<file path="config.mk">
export PLATFORM = sky130hd
export DESIGN_NAME = psum_packer
export DESIGN_NICKNAME = d
export VERILOG_FILES = /design/src/rtl/psum_packer.sv
export SDC_FILE = /design/constraint.sdc
export NUM_CORES = 1
export LEC_CHECK = 0
export CAP_MARGIN = 20
export CORE_ASPECT_RATIO = 1.75
export CORE_UTILIZATION = 55
export DETAILED_ROUTE_END_ITERATION = 16
export PLACE_DENSITY_LB_ADDON = 0.2
export SLEW_MARGIN = 20
export SYNTH_ARGS = -nofsm -noshare
export SYNTH_HDL_FRONTEND = slang
export SYNTH_SLANG_ARGS = --single-unit
</file>
<file path="constraint.sdc">
create_clock -name i_clk -period 10.5 [get_ports i_clk]
set_input_delay 3.15 -clock i_clk [delete_from_list [all_inputs] [get_ports i_clk]]
set_output_delay 3.15 -clock i_clk [all_outputs]
set_load 0.02 [all_outputs]
</file>
<file path="src/rtl/psum_packer.sv">
// psum_packer: accumulates i_accLen partial sums per lane, requantizes each
// result (shift, optional rounding, clamp) to the lane width of the current
// mode and packs lanes LSB-first into DWD-bit words behind a two-stage
// (pack register -> output register) pipeline.
// Optional feature macro: PSUMPACK_ROUND_EN (round-half-up before the shift).
//
// state | meaning
// RUN   | pack register open, sums accepted
// FULL  | pack register holds a closed word, waiting on the output register

`ifndef CLK_INPUT
`define CLK_INPUT input logic
`endif

package psum_packer_pkg;
  typedef enum logic [2:0] {
    XNOR = 3'd0,
    M1   = 3'd1,
    M2   = 3'd2,
    M4   = 3'd3,
    M8   = 3'd4
  } au_mode_e;

  // iNumT: 1 = signed output lanes, 0 = unsigned output lanes
  typedef struct packed {
    au_mode_e mode;
    logic     iNumT;
  } AuCtl;
endpackage

module psum_packer
  import psum_packer_pkg::*;
#(
  parameter int DWD     = 16,
  parameter int ASUMDWD = 18,
  parameter int ACCWD   = 24
) (
  `CLK_INPUT                      i_clk,
  `CLK_INPUT                      i_rst,
  input  AuCtl                    i_ctl,
  input  logic [7:0]              i_accLen,
  input  logic [4:0]              i_shift,
  input  logic                    i_sum_val,
  output logic                    i_sum_rdy,
  input  logic signed [ASUMDWD-1:0] i_sum,
  input  logic                    i_flush,
  output logic                    o_pix_val,
  input  logic                    i_pix_rdy,
  output logic [DWD-1:0]          o_pix,
  output logic                    o_pix_last
);

  typedef enum logic {RUN = 1'b0, FULL = 1'b1} state_e;

  localparam int LCW = $clog2(DWD) + 1;
  localparam int AW1 = ACCWD + 1;

  state_e                   r_state, w_state_nxt;
  logic                     r_flush_pend, w_flush_pend_nxt;
  logic signed [ACCWD-1:0]  r_acc, w_acc_nxt, w_total;
  logic [7:0]               r_sum_cnt, w_sum_cnt_nxt;
  logic [LCW-1:0]           r_lane_cnt, w_lane_cnt_nxt, w_lanes;
  logic [DWD-1:0]           r_pack, w_pack_nxt;
  logic                     r_pack_last, w_pack_last_nxt;
  au_mode_e                 r_mode, w_mode;
  logic                     r_sgn, w_sgn;
  logic [7:0]               r_acc_len, w_acc_len;
  logic [4:0]               r_shift, w_shift;
  logic [DWD-1:0]           r_pix;
  logic                     r_pix_val, r_pix_last;
  logic                     w_sum_fire, w_first, w_capture, w_xfer;
  int                       w_lw;

  function automatic int lane_w(input au_mode_e mode);
    case (mode)
      M2:      return 2;
      M4:      return 4;
      M8:      return 8;
      default: return 1;
    endcase
  endfunction

  // Shift (optionally rounded), then clamp to the lane range; XNOR binarizes on sign.
  function automatic logic [7:0] requant(input logic signed [ACCWD-1:0] val,
                                         input au_mode_e mode,
                                         input logic sgn,
                                         input logic [4:0] sh);
    logic signed [AW1-1:0] v, lo, hi;
    int lw;
    lw = lane_w(mode);
    v  = AW1'(val);
`ifdef PSUMPACK_ROUND_EN
    if (sh != 5'd0) v = v + (AW1'(1) <<< (sh - 5'd1));
`endif
    v = v >>> sh;
    if (sgn && (mode != M1)) begin
      hi = AW1'((1 << (lw - 1)) - 1);
      lo = -hi - AW1'(1);
    end else begin
      hi = AW1'((1 << lw) - 1);
      lo = '0;
    end
    if (v > hi) v = hi;
    else if (v < lo) v = lo;
    if (mode == XNOR) return {7'd0, ~val[ACCWD-1]};
    return v[7:0] & 8'((1 << lw) - 1);
  endfunction

  assign i_sum_rdy  = (r_state == RUN) && !r_flush_pend;
  assign w_sum_fire = i_sum_val && i_sum_rdy;
  assign w_first    = (r_lane_cnt == '0) && (r_sum_cnt == '0);
  assign w_capture  = w_sum_fire && w_first;
  assign w_xfer     = (r_state == FULL) && (!r_pix_val || i_pix_rdy);

  // Config seen by the first sum of a word comes straight from the inputs
  assign w_mode    = w_capture ? i_ctl.mode  : r_mode;
  assign w_sgn     = w_capture ? i_ctl.iNumT : r_sgn;
  assign w_shift   = w_capture ? i_shift     : r_shift;
  assign w_acc_len = w_capture ? ((i_accLen == 8'd0) ? 8'd1 : i_accLen) : r_acc_len;
  assign w_lw      = lane_w(w_mode);
  assign w_lanes   = LCW'(DWD / w_lw);

  // Next-state: accumulate, close lanes, apply flush after any same-cycle sum
  always_comb begin
    w_state_nxt      = r_state;
    w_flush_pend_nxt = r_flush_pend;
    w_acc_nxt        = r_acc;
    w_sum_cnt_nxt    = r_sum_cnt;
    w_lane_cnt_nxt   = r_lane_cnt;
    w_pack_nxt       = r_pack;
    w_pack_last_nxt  = r_pack_last;
    w_total          = r_acc + ACCWD'(i_sum);
    case (r_state)
      RUN: begin
        if (w_sum_fire) begin
          if (r_sum_cnt + 8'd1 == w_acc_len) begin
            w_pack_nxt = w_pack_nxt |
                         (DWD'(requant(w_total, w_mode, w_sgn, w_shift)) << (int'(r_lane_cnt) * w_lw));
            w_acc_nxt      = '0;
            w_sum_cnt_nxt  = '0;
            w_lane_cnt_nxt = r_lane_cnt + LCW'(1);
          end else begin
            w_acc_nxt     = w_total;
            w_sum_cnt_nxt = r_sum_cnt + 8'd1;
          end
        end
        w_flush_pend_nxt = 1'b0;
        if ((i_flush || r_flush_pend) && ((w_lane_cnt_nxt != '0) || (w_sum_cnt_nxt != '0))) begin
          // Partial lane goes in; untouched upper lanes are already zero
          if (w_sum_cnt_nxt != '0)
            w_pack_nxt = w_pack_nxt |
                         (DWD'(requant(w_acc_nxt, w_mode, w_sgn, w_shift)) << (int'(w_lane_cnt_nxt) * w_lw));
          w_pack_last_nxt = 1'b1;
          w_state_nxt     = FULL;
          w_acc_nxt       = '0;
          w_sum_cnt_nxt   = '0;
          w_lane_cnt_nxt  = '0;
        end else if (w_lane_cnt_nxt == w_lanes) begin
          w_state_nxt    = FULL;
          w_lane_cnt_nxt = '0;
        end
      end
      FULL: begin
        if (i_flush) w_flush_pend_nxt = 1'b1;
        if (w_xfer) begin
          w_state_nxt     = RUN;
          w_pack_nxt      = '0;
          w_pack_last_nxt = 1'b0;
        end
      end
      default: w_state_nxt = RUN;
    endcase
  end

  // State, accumulator, counters and pack register
  always_ff @(posedge i_clk or posedge i_rst) begin
    if (i_rst) begin
      r_state      <= RUN;
      r_flush_pend <= 1'b0;
      r_acc        <= '0;
      r_sum_cnt    <= '0;
      r_lane_cnt   <= '0;
      r_pack       <= '0;
      r_pack_last  <= 1'b0;
    end else begin
      r_state      <= w_state_nxt;
      r_flush_pend <= w_flush_pend_nxt;
      r_acc        <= w_acc_nxt;
      r_sum_cnt    <= w_sum_cnt_nxt;
      r_lane_cnt   <= w_lane_cnt_nxt;
      r_pack       <= w_pack_nxt;
      r_pack_last  <= w_pack_last_nxt;
    end
  end

  // Per-word configuration, latched on the first accepted sum
  always_ff @(posedge i_clk or posedge i_rst) begin
    if (i_rst) begin
      r_mode    <= M8;
      r_sgn     <= 1'b0;
      r_acc_len <= 8'd1;
      r_shift   <= '0;
    end else if (w_capture) begin
      r_mode    <= w_mode;
      r_sgn     <= w_sgn;
      r_acc_len <= w_acc_len;
      r_shift   <= w_shift;
    end
  end

  // Output register: loads a closed word, holds it until accepted downstream
  always_ff @(posedge i_clk or posedge i_rst) begin
    if (i_rst) begin
      r_pix      <= '0;
      r_pix_val  <= 1'b0;
      r_pix_last <= 1'b0;
    end else if (w_xfer) begin
      r_pix      <= r_pack;
      r_pix_val  <= 1'b1;
      r_pix_last <= r_pack_last;
    end else if (i_pix_rdy) begin
      r_pix_val  <= 1'b0;
    end
  end

  assign o_pix      = r_pix;
  assign o_pix_val  = r_pix_val;
  assign o_pix_last = r_pix_last;

endmodule

</file>
After elaboration in Yosys (flattened, before gate mapping). Index checks and enable logic that the tools add are counted.

Register bits: 91. Word-level logic and storage cells: 164. Output and inout bits: 19. Bits in read-only memories: 0. Input bits: 40. Memories kept: 0. Bits in latches: 0. Bits in writable memories: 0.

Magnitude comparators: 4. Divide/modulo/power cells: 1. Shift-type cells: 8. Add/sub/neg operators: 13. Equal/unequal tests: 9. Bitwise operators: 7. Reduce and logical (&&, ||, !) cells: 20. $mul: 2. Mux-type cells: 86.

Operators with widths (number): $mux 25 (16); $mux 8 (26); $mux 32 (6); $sub 25x2->25 const B (6); $shl 1x32->25 const A (4); $mux 16 (6); $mux 24 (4); $mul 6x32->32 (2); $shl 8x32->16 (2); $sub 32x2->32 const B (2); $gt 25x25->1 (2); $lt 25x25->1 (2); $neg 25->25 (2); $sshr 24x5->25 (2); $div 6x32->32 const A (1); $or 16x16->16 (2); $pmux 16 s2 (1); $mux 5 (6); $add 24x18->24 (1); $and 8x8->8 (2); $logic_not 8->1 (2); $mux 1 (16); $pmux 4 s3 (1); $add 8x1->8 const B (1); 20 further kinds (35).

Longest topological paths before layout.
Word-level depth: 39. Mapped depth: 38. Mapped depth without buffers: 32.

Least setup slack after synthesis. No wires, ideal clock.

Path type: input -> register. Start: input i_sum[0]. End: register r_pack[15]. Path buffers: 0. Stages: 28. Data arrival time: 9.549 ns. Required time: 10.371 ns. Slack: 0.822 ns. Setup time: 0.129 ns. Cells stage by stage: ha_1 > fa_1 > a21o_1 > a221o_1 > a221oi_2 > a21oi_2 > nor4b_4 > mux2i_1 > o21ai_0 > nand2_1 > a31oi_1 > a21oi_1 > o21ai_0 > ha_1 > a21o_1 > a21o_1 > a21o_1 > a21oi_1 > o211ai_1 > a311oi_1 > nand3_1 > o31ai_4 > mux2_2 > mux2i_1 > nor2_2 > mux4_2 > a21oi_1 > a22oi_1.

Cells in the longest elaborated chain, start to end: 22.

Ends and longest elaborated chain: start, declared (RTL line 45) `input logic signed [ASUMDWD-1:0] i_sum,`; $add 24x18->24 (*) (RTL line 132) `w_total = r_acc + ACCWD'(i_sum);`; $sshr 24x5->25 (RTL line 95) `v = v >>> sh;`; $lt 25x25->1 (RTL line 104) `else if (v < lo) v = lo;`; $mux 8 (RTL line 104); $mux 8 (RTL line 103) `if (v > hi) v = hi;`; $mux 8 (RTL line 136) `if (r_sum_cnt + 8'd1 == w_acc_len) begin`; $mux 8 (RTL line 135) `if (w_sum_fire) begin`; $mux 8 (RTL line 133) `case (r_state)`; [6 not listed]; $or 16x16->16 (RTL line 137) `w_pack_nxt = w_pack_nxt |`; $mux 16 (RTL line 136); $mux 16 (RTL line 135); $mux 16 (RTL line 133); $or 16x16->16 (RTL line 151) `w_pack_nxt = w_pack_nxt |`; $mux 16 (RTL line 150) `if (w_sum_cnt_nxt != '0)`; $mux 16 (*) (RTL line 148) `if ((i_flush || r_flush_pend) && ((w_lane_cnt_nxt != '0) || (w_sum_cnt_nxt != '0))) begin`; $pmux 16 s2 (*) (RTL line 133); end signal, assigned (RTL line 191) `r_pack <= w_pack_nxt;`; end, declared (RTL line 63) `logic [DWD-1:0] r_pack, w_pack_nxt;`.

Mark *: on every way between the ends. The rest lies on a longest branch, timed or not. The select of a mux whose other input is x is not followed. A chain may end at the register's enable or synchronous reset.

Worst setup path after layout.
Start: input i_sum[0]. End: register r_pack[7].

Same word-level chain as after synthesis.

==> impl_results.md <==
- Status: finished clean
- Final net count: 2,317
- Initial cell density of the core: 55.9%
- YS warnings: 0
- Max-Cap Viols: 0
- WP data arrival: 10.53 ns
- Final setup TNS: 0 ns
- Post-DP Area: 16,600 sq um
- Seq/Total Area, Yosys: 15.3%
- Share of layout cells above drive strength 1: 13.9%
- Top FF cell, synth: dfrtp_1
- Synth Instances: 1,973
- EDFF count, synth: 0
- GRT Residual Overflow: 0
- Final setup skew: 0.0153 ns
- H-tree levels: 3
- Slowest CP cell: mux4_2
- HP Class: register to register
- Cell mode on critical path: buf_4
- WHS: 0.509 ns
- Critical path class: primary input to register
- Clock sink count: 91
- Cell taking the most area after synthesis: dfrtp_1
- Compound-Gate Fraction of Synth Area: 29.2%
- Die height: 219 um
- Io pins: 59
- Pre-CTS setup slack: -0.101 ns
- Final Max Slew Viols: 0
- # diodes: 0
- Final worst slack: 0.278 ns
- Largest cells by area after synthesis: dfrtp_1 15%, ha_1 14%, nand2_1 6.4%
- # DRC: 0
- Mux cell area share after synthesis: 7.42%
- Post-Synth Adder-Cell Area: 16.2%
- Post-Synth XOR/XNOR Area: 2.45%
- Final antenna-violating net count: 0
- Multi-input logic area: 11,800 sq um
- Num rows: 79
- Port Buf Inserts: 58
- Largest family of logic cells by synthesized area: compound AO/OA/AOI/OAI gates
- CTS tree: built
- Synth Area in Simple Gates: 22.9%
- Post-DP HPWL: 47,300 um
- Die area: 27,700 sq um
- Hold-fix buffers, CTS: 0
- CTS buffer count: 9
- Syn-to-layout area delta: 14.2%
- Final instance area: 17,000 sq um
- Yosys cell types: 116
- Global-route wire length before repair: 90,500 um
- Final min period: 10.22 ns
- WP data required: 10.80 ns
- # fillers: 2,419
- Largest net degree at the start of global routing: 60
- Vias per cell: 6.85
- Post-Syn Area: 14,900 sq um
- Vias in the first global route: 16,409
- Achievable Freq: 97.8 MHz
- Finish-stage setup viols: 0
- Final Hold Viols: 0
- Initial antenna violation count: 0
- FFs w/ async S/R, synth: 100%
- Share of the synthesized area in the top cell type: 15.0%
- Post-Route WL: 59,300 um
- Drt pass-1 iters: 5
- Reg area: 2280 sq um
- Clock transition at the registers of the reported paths: 0.09 ns
- Tcrit/Tclk final: 97.4%
- Clk_lat worst skew: 0.39 ns
- Avg WL per Cell: 24.5 um
- Avg Inst Size Synth: 7.53 sq um
- GRT Resource Usage Total: 42.8%
- CP peak stage delay: 0.52 ns
- Root buf cell: clkbuf_16
- Relative slew slack: 18.9%
- Crit. End Element: register
- Crit start category: primary input
- Register bit total from synthesis: 91
- Vias: 16,588
- Starting DRT DRC Count: 1,490
- Worst Tran Pin Value: 1.21 ns
- Core area: 26,600 sq um
- Longest Clk Path Bufs: 2
- Placer Congestion: 1.01
- Die W: 126 um
- Max FO, Critical Path: 6
## layout make-up
type                            count  area share [%]
Multi-Input combinational cell   1681            69.4
Sequential cell                    91            13.4
Timing Repair Buffer              216            10.9
Tap cell                          324            2.39
Inverter                           93            2.07
Clock buffer                        9            1.33
Clock inverter                      7           0.421
## synthesized netlist by cell type, types with 8 or more instances
library cell and n:
nand3_1 47, and3_1 25, or2_2 9, buf_2 32, a31oi_1 22, o211ai_1 32, nand4_1 29, o21a_1 16
mux2_2 29, o31ai_1 15, buf_6 8, o22ai_1 13, clkbuf_1 55, nor3_1 55, ha_1 172, a211o_1 14
nand2_1 252, fa_1 13, inv_1 80, xnor2_1 25, and4_1 8, inv_2 8, buf_4 11, a211oi_1 43
buf_1 10, a21oi_1 147, xor2_1 14, nor2_1 175, a22oi_1 11, a21o_1 48, a22o_1 21, o21ai_1 11
a221oi_1 13, and2_1 20, nor4_1 16, nand2b_1 19, a311oi_1 8, mux2i_1 53, dfrtp_1 89, nor2b_1 20
o21ai_0 116
## state kept, by name (all words and copies together), names as in the netlist
signal,cells
r_mode,3
r_shift,5
r_pack,16
r_state,1
o_pix_last,1
r_sum_cnt,8
r_sgn,1
o_pix_val,1
o_pix,16
r_lane_cnt,5
r_acc_len,8
r_flush_pend,1
r_pack_last,1
r_acc,24
## what timing repair did
item / in CTS / in global routing
setup endpoints to repair: 0 / 16
hold endpoints to repair: 0 / 0
gates resized for setup: 0 / 22
buffers inserted: 0 / 1
## final timing paths
kind                          startpoint             to  slack, ns  cells after the start
max in group asynchronous          i_rst  r_lane_cnt[4]       6.21                      3
min in group asynchronous          i_rst   r_acc_len[2]       3.19                      2
max reg2reg                r_lane_cnt[0]      r_pack[7]       2.53                     28
min reg2reg                    o_pix[14]      o_pix[14]       0.51                      1
min                            o_pix[14]      o_pix[14]       0.51                      1
max                             i_sum[0]      r_pack[7]       0.28                     29
## critical path: cells and delay by family
kind                     cells  cell delay [ns]
AND/OR/NAND/NOR              6             1.03
buffers and inverters        4             0.95
multiplexers                 2             0.70
AO/OA/AOI/OAI               14             3.70
adder cells (fa/ha/maj)      3             0.99
## metal layers
| layer | vias up | routed length (um) | part of all wire, % | global-route usage [%] |
|---|---|---|---|---|
| li1 | 7570 | - | - | - |
| met1 | 7857 | 20200 | 34 | 42.3 |
| met2 | 832 | 30200 | 51 | 77.1 |
| met3 | 329 | 3430 | 5.8 | 7.12 |
| met4 | 0 | 5450 | 9.2 | 37.5 |
| met5 | - | 0 | 0 | 0 |
## cell usage in the layout, fill, tap and decap left out, types with 8 or more instances in the layout
master,Yosys,routed
nand2_1,252,252
nor2_1,175,175
ha_1,172,172
buf_4,11,151
a21oi_1,147,144
o21ai_0,116,113
dfrtp_1,89,89
inv_1,80,79
clkdlybuf4s50_1,0,58
nor3_1,55,54
mux2i_1,53,51
a21o_1,48,48
nand3_1,47,47
a211oi_1,43,41
o211ai_1,32,32
nand4_1,29,29
mux2_2,29,29
xnor2_1,25,25
and3_1,25,25
a22o_1,21,21
and2_1,20,20
nor2b_1,20,20
nand2b_1,19,19
a31oi_1,22,18
nor4_1,16,16
o21a_1,16,15
o31ai_1,15,15
xor2_1,14,14
a211o_1,14,14
o21ai_1,11,14
o22ai_1,13,13
fa_1,13,13
conb_1,1,11
a221oi_1,13,10
a22oi_1,11,10
or2_2,9,9
clkbuf_16,0,9
and4_1,8,8
inv_2,8,8
## cell families (layout without fill, tap and decap cells)
| logic type | Yosys count | count (layout) |
|---|---|---|
| adders and majority gates | 185 | 185 |
| buffers and inverters | 211 | 325 |
| muxes | 95 | 95 |
| AOI/OAI and AO/OA | 636 | 636 |
| and+or+nand+nor | 714 | 714 |
| xor gates and xnor gates | 40 | 40 |
| DFF | 91 | 91 |
| other | 1 | 11 |
## metrics by stage
| step | instances | utilization, % |
|---|---|---|
| 2_1_floorplan | 1983 | - |
| 3_3_place_gp | 2403 | 62.2 |
| 3_5_place_dp | 2404 | 62.3 |
| 4_1_cts | 2420 | 63.4 |
| 5_1_grt | 2421 | 63.8 |
| 6_report | 2421 | 63.8 |
Power is not shown: default switching activity piles up to over one toggle a cycle in this logic, so the estimate is an artifact.
